## src/rtl/alu_arbiter.sv

```systemverilog
// alu_arbiter: two requesters share one combinational ALU and a single
// result slot tagged with its owner. One-cycle latency from accept to
// response. Optional feature macro: ALU_ARB_RR_EN selects round-robin
// arbitration; without it port 0 has fixed priority with a starvation
// limit (STARVE_LIMIT consecutive port-0 grants while port 1 waits).
module alu_arbiter #(
  parameter int STARVE_LIMIT = 8
) (
  input  logic        clk,
  input  logic        rst_n,
  input  logic        req0_valid,
  output logic        req0_ready,
  input  logic [5:0]  req0_alufn,
  input  logic [31:0] req0_a,
  input  logic [31:0] req0_b,
  input  logic        req1_valid,
  output logic        req1_ready,
  input  logic [5:0]  req1_alufn,
  input  logic [31:0] req1_a,
  input  logic [31:0] req1_b,
  output logic        rsp0_valid,
  input  logic        rsp0_ready,
  output logic [31:0] rsp0_s,
  output logic        rsp0_z,
  output logic        rsp0_v,
  output logic        rsp0_n,
  output logic        rsp1_valid,
  input  logic        rsp1_ready,
  output logic [31:0] rsp1_s,
  output logic        rsp1_z,
  output logic        rsp1_v,
  output logic        rsp1_n
);

  localparam logic [1:0] EMPTY = 2'd0;
  localparam logic [1:0] FULL0 = 2'd1;
  localparam logic [1:0] FULL1 = 2'd2;

  logic [1:0]  r_state;
  logic [31:0] r_s;
  logic        r_z;
  logic        r_v;
  logic        r_n;

  logic        w_free;
  logic        w_pick1;
  logic        w_grant0;
  logic        w_grant1;
  logic        w_acc0;
  logic        w_acc1;

  logic [5:0]  w_fn;
  logic [31:0] w_a;
  logic [31:0] w_b;
  logic [31:0] w_bx;
  logic [31:0] w_add;
  logic [31:0] w_diff;
  logic [31:0] w_bool;
  logic        w_add_v;
  logic        w_sub_z;
  logic        w_sub_v;
  logic        w_sub_n;
  logic        w_lt;
  logic        w_lsb;
  logic [31:0] w_alu_s;
  logic        w_alu_z;
  logic        w_alu_v;
  logic        w_alu_n;

  // ---------------------------------------------------------------------
  // Arbitration: w_pick1 says who wins when both ports are valid.
  // ---------------------------------------------------------------------
`ifdef ALU_ARB_RR_EN
  // 1 means port 1 was granted most recently; reset value favours port 0.
  logic r_last;

  assign w_pick1 = ~r_last;

  // Remember the most recently accepted port.
  always_ff @(posedge clk or negedge rst_n) begin
    if (!rst_n) begin
      r_last <= 1'b1;
    end else if (w_acc0) begin
      r_last <= 1'b0;
    end else if (w_acc1) begin
      r_last <= 1'b1;
    end
  end
`else
  localparam int CW = (STARVE_LIMIT < 1) ? 1 : $clog2(STARVE_LIMIT + 1);
  localparam logic [CW-1:0] LIM = CW'(STARVE_LIMIT);

  logic [CW-1:0] r_starve;

  assign w_pick1 = (r_starve == LIM);

  // Count port-0 wins while port 1 is waiting; any port-1 accept clears it.
  always_ff @(posedge clk or negedge rst_n) begin
    if (!rst_n) begin
      r_starve <= '0;
    end else if (w_acc1) begin
      r_starve <= '0;
    end else if (w_acc0 && req1_valid && (r_starve != LIM)) begin
      r_starve <= r_starve + 1'b1;
    end
  end
`endif

  assign w_grant1 = req1_valid & (~req0_valid | w_pick1);
  assign w_grant0 = req0_valid & ~w_grant1;

  // The slot can take a new result if empty or being drained this cycle.
  assign w_free = (r_state == EMPTY) |
                  ((r_state == FULL0) & rsp0_ready) |
                  ((r_state == FULL1) & rsp1_ready);

  assign req0_ready = rst_n & w_free & w_grant0;
  assign req1_ready = rst_n & w_free & w_grant1;
  assign w_acc0     = req0_valid & req0_ready;
  assign w_acc1     = req1_valid & req1_ready;

  // ---------------------------------------------------------------------
  // Shared ALU operating on the granted port's operands.
  // ---------------------------------------------------------------------
  assign w_fn = w_grant1 ? req1_alufn : req0_alufn;
  assign w_a  = w_grant1 ? req1_a     : req0_a;
  assign w_b  = w_grant1 ? req1_b     : req0_b;

  assign w_bx    = w_b ^ {32{w_fn[0]}};
  assign w_add   = w_a + w_bx + {31'b0, w_fn[0]};
  assign w_add_v = (w_a[31] == w_bx[31]) & (w_add[31] != w_a[31]);
  assign w_diff  = w_a - w_b;
  assign w_sub_z = (w_diff == 32'd0);
  assign w_sub_n = w_diff[31];
  assign w_sub_v = (w_a[31] != w_b[31]) & (w_diff[31] != w_a[31]);
  assign w_lt    = w_sub_n ^ w_sub_v;

  // Each boolean result bit looks up a 4-entry truth table in alufn[3:0].
  for (genvar gi = 0; gi < 32; gi++) begin : g_bool
    assign w_bool[gi] = w_fn[{w_b[gi], w_a[gi]}];
  end

  // Compare result bit selected by alufn[2:1].
  always_comb begin
    case (w_fn[2:1])
      2'b01:   w_lsb = w_sub_z;
      2'b10:   w_lsb = w_lt;
      2'b11:   w_lsb = w_sub_z | w_lt;
      default: w_lsb = 1'b0;
    endcase
  end

  // Unit select on alufn[5:4]; code 10 is reserved and returns zero.
  always_comb begin
    w_alu_s = 32'd0;
    w_alu_z = 1'b1;
    w_alu_v = 1'b0;
    w_alu_n = 1'b0;
    case (w_fn[5:4])
      2'b00: begin
        w_alu_s = w_add;
        w_alu_z = (w_add == 32'd0);
        w_alu_v = w_add_v;
        w_alu_n = w_add[31];
      end
      2'b01: begin
        w_alu_s = w_bool;
        w_alu_z = (w_bool == 32'd0);
        w_alu_v = 1'b0;
        w_alu_n = w_bool[31];
      end
      2'b11: begin
        w_alu_s = {31'b0, w_lsb};
        w_alu_z = w_sub_z;
        w_alu_v = w_sub_v;
        w_alu_n = w_sub_n;
      end
      default: begin
        w_alu_s = 32'd0;
        w_alu_z = 1'b1;
        w_alu_v = 1'b0;
        w_alu_n = 1'b0;
      end
    endcase
  end

  // ---------------------------------------------------------------------
  // Result slot: capture on accept, release on drain, otherwise hold.
  // ---------------------------------------------------------------------
  always_ff @(posedge clk or negedge rst_n) begin
    if (!rst_n) begin
      r_state <= EMPTY;
      r_s     <= 32'd0;
      r_z     <= 1'b0;
      r_v     <= 1'b0;
      r_n     <= 1'b0;
    end else if (w_acc0 || w_acc1) begin
      r_state <= w_acc1 ? FULL1 : FULL0;
      r_s     <= w_alu_s;
      r_z     <= w_alu_z;
      r_v     <= w_alu_v;
      r_n     <= w_alu_n;
    end else if (w_free) begin
      r_state <= EMPTY;
    end
  end

  assign rsp0_valid = (r_state == FULL0);
  assign rsp1_valid = (r_state == FULL1);
  assign rsp0_s     = r_s;
  assign rsp0_z     = r_z;
  assign rsp0_v     = r_v;
  assign rsp0_n     = r_n;
  assign rsp1_s     = r_s;
  assign rsp1_z     = r_z;
  assign rsp1_v     = r_v;
  assign rsp1_n     = r_n;

endmodule

```

## config.mk

```make
export PLATFORM = sky130hd
export DESIGN_NAME = alu_arbiter
export DESIGN_NICKNAME = d
export VERILOG_FILES = /design/src/rtl/alu_arbiter.sv
export SDC_FILE = /design/constraint.sdc
export NUM_CORES = 1
export LEC_CHECK = 0
export CAP_MARGIN = 20
export CORE_MARGIN = 2
export CORE_UTILIZATION = 35
export DETAILED_ROUTE_END_ITERATION = 12
export PLACE_DENSITY = 0.6
export SLEW_MARGIN = 20
export SYNTH_ARGS = -nofsm -noshare
export SYNTH_HDL_FRONTEND = slang
export SYNTH_SLANG_ARGS = --single-unit
```

## constraint.sdc

```tcl
create_clock -name clk -period 9 [get_ports clk]
set_input_delay 1.8 -clock clk [delete_from_list [all_inputs] [get_ports clk]]
set_output_delay 1.8 -clock clk [all_outputs]
set_load 0.02 [all_outputs]
```

# Word-level counts from Yosys, hierarchy flattened
# Cells that the tools add are included.
# classes
add_sub_neg,4
order_cmp,32
eq_ne,13
n_mux,77
bitwise_logic,19
reduce_logical,10
# ops
operator,n
$lt 2x4->1 const B,32
$logic_not 32->1,3
$pmux 32 s3,1
$bmux 1 s2,32
$mux 32,2
$add 32x1->32,1
$add 32x32->32,1
$mux 1,32
$sub 32x32->32,1
$xor 32x32->32,1
$and 1x1->1,11
$pmux 1 s3,3
$eq 2x2->1 const B,4
$mux 4,2
$eq 2x1->1 const B,3
$mux 2,3
$mux 6,1
$add 4x1->4 const B,1
$eq 4x4->1 const B,1
$logic_not 2->1,2
$ne 4x4->1 const B,1
$or 1x1->1,4
$reduce_bool 2->1,2
$ne 1x1->1,3
other kinds (6),8
# totals
register_bits,41
input_bits,146
output_inout_bits,74

# Depth between registers and ports, before layout
# logic_depth
depth_word,11
depth_mapped,31

# Worst setup path after synthesis
# No wires, ideal clock.
# synth_path
kind,input-to-reg
startpoint,input req1_valid
endpoint,"register r_s[0], in the netlist rsp0_s[0]"
setup_time_ns,0.078
arrival_time_ns,7.696
required_ns,8.922
setup_slack_ns,1.227
cell_stages,29
path_buffers,4
path_cell_list,nand4b_1 > nand2_1 > buf_4 > buf_4 > buf_4 > buf_4 > mux2i_1 > ha_1 > a21o_1 > nand2b_1 > nor3b_1 > nor2_1 > a211oi_2 > o22ai_1 > o21ai_1 > a21bo_2 > a21oi_1 > o211ai_1 > nand2_1 > fa_1 > nand4b_1 > a2111oi_0 > o2111ai_1 > nor4_1 > o2111ai_1 > nor4b_1 > nand4_1 > or4_1 > o2bb2ai_1
# synth_via
elab_chain_len,9
elab_cells_between_ends,31
cone_classes,add/sub: 3; eq/ne: 7; mux: 7; bitwise: 11; reduce/logical: 3
# synth_lines
element,line,text
start: declaration,16,"input logic req1_valid,"
"parallel branches: the longest is 9 deep, another holds $add 32x32->32",n/a,
end signal: assignment,199,r_s <= w_alu_s;
end: declaration,40,logic [31:0] r_s;
# Parallel ways; which one is timed is not known. The select of a mux whose other input is x is not followed.
# A chain may end at the register's enable or synchronous reset.

# Worst setup path after layout
# Same ends and word-level chain as after synthesis.

==> flow_summary_export.csv <==
group,metric,value,unit
routing,vias,9721,
final_layout,stdcell_area,11300,um^2
floorplanning,io_pins,220,
synth,synth_edf_count,0,
final_layout,layout-drive-gt1-share,4.85,%
placement,io_buffers,219,
synth,yosysSeqAreaShare,11.6,%
floorplanning,die_h,163,um
sta,report.final.slew_viol_count,0,
critical_path,required,9.21,ns
placement,placed_area,11200,um^2
synth,syn_area,8850,um^2
sta,fin_skew,0.00248,ns
power,irDropWorstVdd,0.138,mV
sta,holdWs,0.497,ns
routing,drtIter0Drc,895,
power,swShare,49.6,%
synth,synth_cell_types,87,
sta,worst_pin_slew,1.08,ns
critical_path,start_kind,"primary input",
power,powerDensity,174,nW/um^2
sta,hold_viol,0,
sta,fin_crit_sh,94.1,%
power,clkPwrFrac,8.6,%
final_layout,nets,1550,
grt,grt_pass1_wl,51.6,mm
run,drv_cap,0,
synth,yosysMostFrequentCell,"mux2i_1",
routing,viasPerCell,5.82,
synth,yosys.area_share.simple,19.0,%
floorplanning,core-area,25000,um^2
floorplanning,initial_core_util,35.4,%
power,combPwrFrac,76.3,%
synth,synth.avg_cell_area,7.55,um^2
sta,rsz0062_at_grt,"false",
critical_path,worstSetupPathType,"primary input to register",
synth,syn_inst,1172,
placement,gp_congestion,0.958,
synth,yosysTopAreaCellShare,12.9,%
routing,drc,0,
final_layout,fin_util,45.3,%
synth,synth.area.mux_share,13.9,%
routing,firstDrtPassIters,5,
power,internal-power,0.000991,W
placement,place_inst,1661,
critical_path,cp.arrival,8.67,ns
synth,yosys.area_share.adder,9.96,%
grt,antenna_found_initial,0,
floorplanning,die_w,163,um
final_layout,final_cells,1669,
sta,maxSlewHeadroom,28.0,%
placement,dp_hpwl,28.1,mm
synth,async_flop_share,100,%
cts,worstSkewPairLatency,0.28,ns
hold_path,hold_class,"register to register",
critical_path,path_max_fanout,29,
sta,period_needed,8.47,ns
cts,h-tree-depth,2,
final_layout,area_growth,27.9,%
cts,post-cts-setup-buffers,0,
synth,synth_fp_nets,1384,
sta,setup_viol,0,
routing,wl_per_cell,20.5,um
synth,yosys_warnings,0,
cts,cts_root_buf,"clkbuf_16",
synth,synth_compound_area_share,27.6,%
synth,synth_xor_xnor_area_share,9.80,%
cts,cts_buffer_depth,2,
synth,synth-main-ff-cell,"dfrtp_1",
grt,grt_pass1_vias,9059,
final_layout,antenna_cells,0,
power,p_seq_share,15.1,%
grt,grt_use_total,25.0,%
final_layout,nFillCells,2528,
cts,cts_tree,"built",
power,p_sw,0.000974,W
synth,synth_seq_cells,41,
grt,grt_max_degree,43,
cts,postCtsHoldBufs,0,
grt,overflow,0,
floorplanning,rows,58,
synth,yosysTopAreaCell,"mux2i_1",
synth,synth_top_family_by_area,"compound AO/OA/AOI/OAI gates",
status,outcome,"finished clean",
routing,ant_nets,0,
synth,yosys-top-cells-count,"mux2i_1, nand2_1, o21ai_0, a21oi_1, ha_1",
routing,wl,34.3,mm
cts,cts_resized,0,
critical_path,end_kind,"register",
power,p_leak,4.67,nW
sta,max_freq,118,MHz
synth,synthTopCellsByArea,"mux2i_1, dfrtp_1, ha_1, xnor2_1, o21ai_0",
cts,cts_sinks,41,
cts,numCtsBuffers,5,
sta,setup_tns,0,ns
cts,path_clk_slew,0.05,ns
floorplanning,die_area,26600,um^2
## layer usage
| metal | track usage, % | share of wire [%] | vias up |
|---|---|---|---|
| met5 | 0 | 0 | - |
| met4 | 6.72 | 2.4 | 0 |
| met3 | 3.51 | 7.9 | 46 |
| met2 | 40.6 | 44 | 429 |
| met1 | 34.5 | 46 | 4616 |
| li1 | - | - | 4630 |
## path summary, 6_finish.rpt
kind,end,from,slack (ns),cells after the start
max in group asynchronous,rsp0_s[29],rst_n,6.78,1
min reg2reg,rsp0_s[9],rsp0_s[9],0.50,2
max reg2reg,rsp0_s[0],r_starve[0],1.93,28
min,rsp0_s[9],rsp0_s[9],0.50,2
max,rsp0_s[0],req1_valid,0.53,27
min in group asynchronous,r_starve[0],rst_n,1.65,1
## layout make-up
| cell class | count | area (um^2) | area share, % |
|---|---|---|---|
| multi-input cells | 986 | 7110 | 62.9 |
| well taps | 330 | 413 | 3.65 |
| clock buffers | 8 | 136 | 1.21 |
| flip-flops and latches | 41 | 1030 | 9.07 |
| inverters | 60 | 225 | 1.99 |
| repair buffers | 244 | 2400 | 21.2 |
## registers in the layout, summed over array words and instances (netlist names)
register  flops
r_state       2
rsp0_n        1
rsp0_z        1
rsp0_s       32
rsp0_v        1
r_starve      4
## per-stage QoR
| stage | power [W] | worst slack [ns] |
|---|---|---|
| floorplan | 0.00127 | 1.23 |
| global placement | 0.00177 | 0.616 |
| detailed placement | 0.00178 | 0.349 |
| CTS | 0.00195 | 0.601 |
| global route | 0.00210 | 0.141 |
| finish | 0.00196 | 0.535 |
## power by group through the flow
stage	sequential, W	combinational, W	clock, W
finish	0.000297	0.00150	0.000169
global route	0.000307	0.00161	0.000182
CTS	0.000299	0.00148	0.000175
detailed placement	0.000303	0.00147	0
global placement	0.000299	0.00147	0
floorplan	0.000355	0.000918	0
## cell usage in the layout, fill, tap and decap left out, types with 21 or more instances in the layout
cell	instances
mux2i_1	114
buf_4	23
a21o_1	21
nand2b_1	35
ha_1	64
inv_1	60
o21ai_0	99
dfrtp_1	41
nor2_1	52
o211ai_1	33
xor2_1	40
clkdlybuf4s50_1	218
a21oi_1	77
nand2_1	110
xnor2_1	59
## worst max-delay path, stage by stage
cell             delay, ns
clkdlybuf4s50_1       0.57
nand4b_1              0.22
nand2_4               0.31
buf_12                0.26
mux2i_1               0.39
inv_1                 0.13
ha_1                  0.38
a21o_1                0.23
a21o_1                0.18
a21o_1                0.20
o21ba_2               0.25
o22ai_1               0.12
o21ai_1               0.24
a21bo_2               0.17
a21oi_1               0.06
o211ai_1              0.16
nand2_1               0.10
fa_1                  0.53
nand4b_1              0.20
a2111oi_0             0.29
o2111ai_1             0.18
nor4_1                0.39
o2111ai_1             0.18
nor4b_1               0.31
nand4_1               0.11
or4_1                 0.51
o2bb2ai_1             0.16
## kinds of logic after synthesis
logic type      count (synthesis)
buf+inv                       145
simple gates                  326
xor+xnor                       99
flops                          41
fa+ha+maj                      70
compound gates                369
mux                           122
No activity file was read; power rests on OpenSTA's default activity.
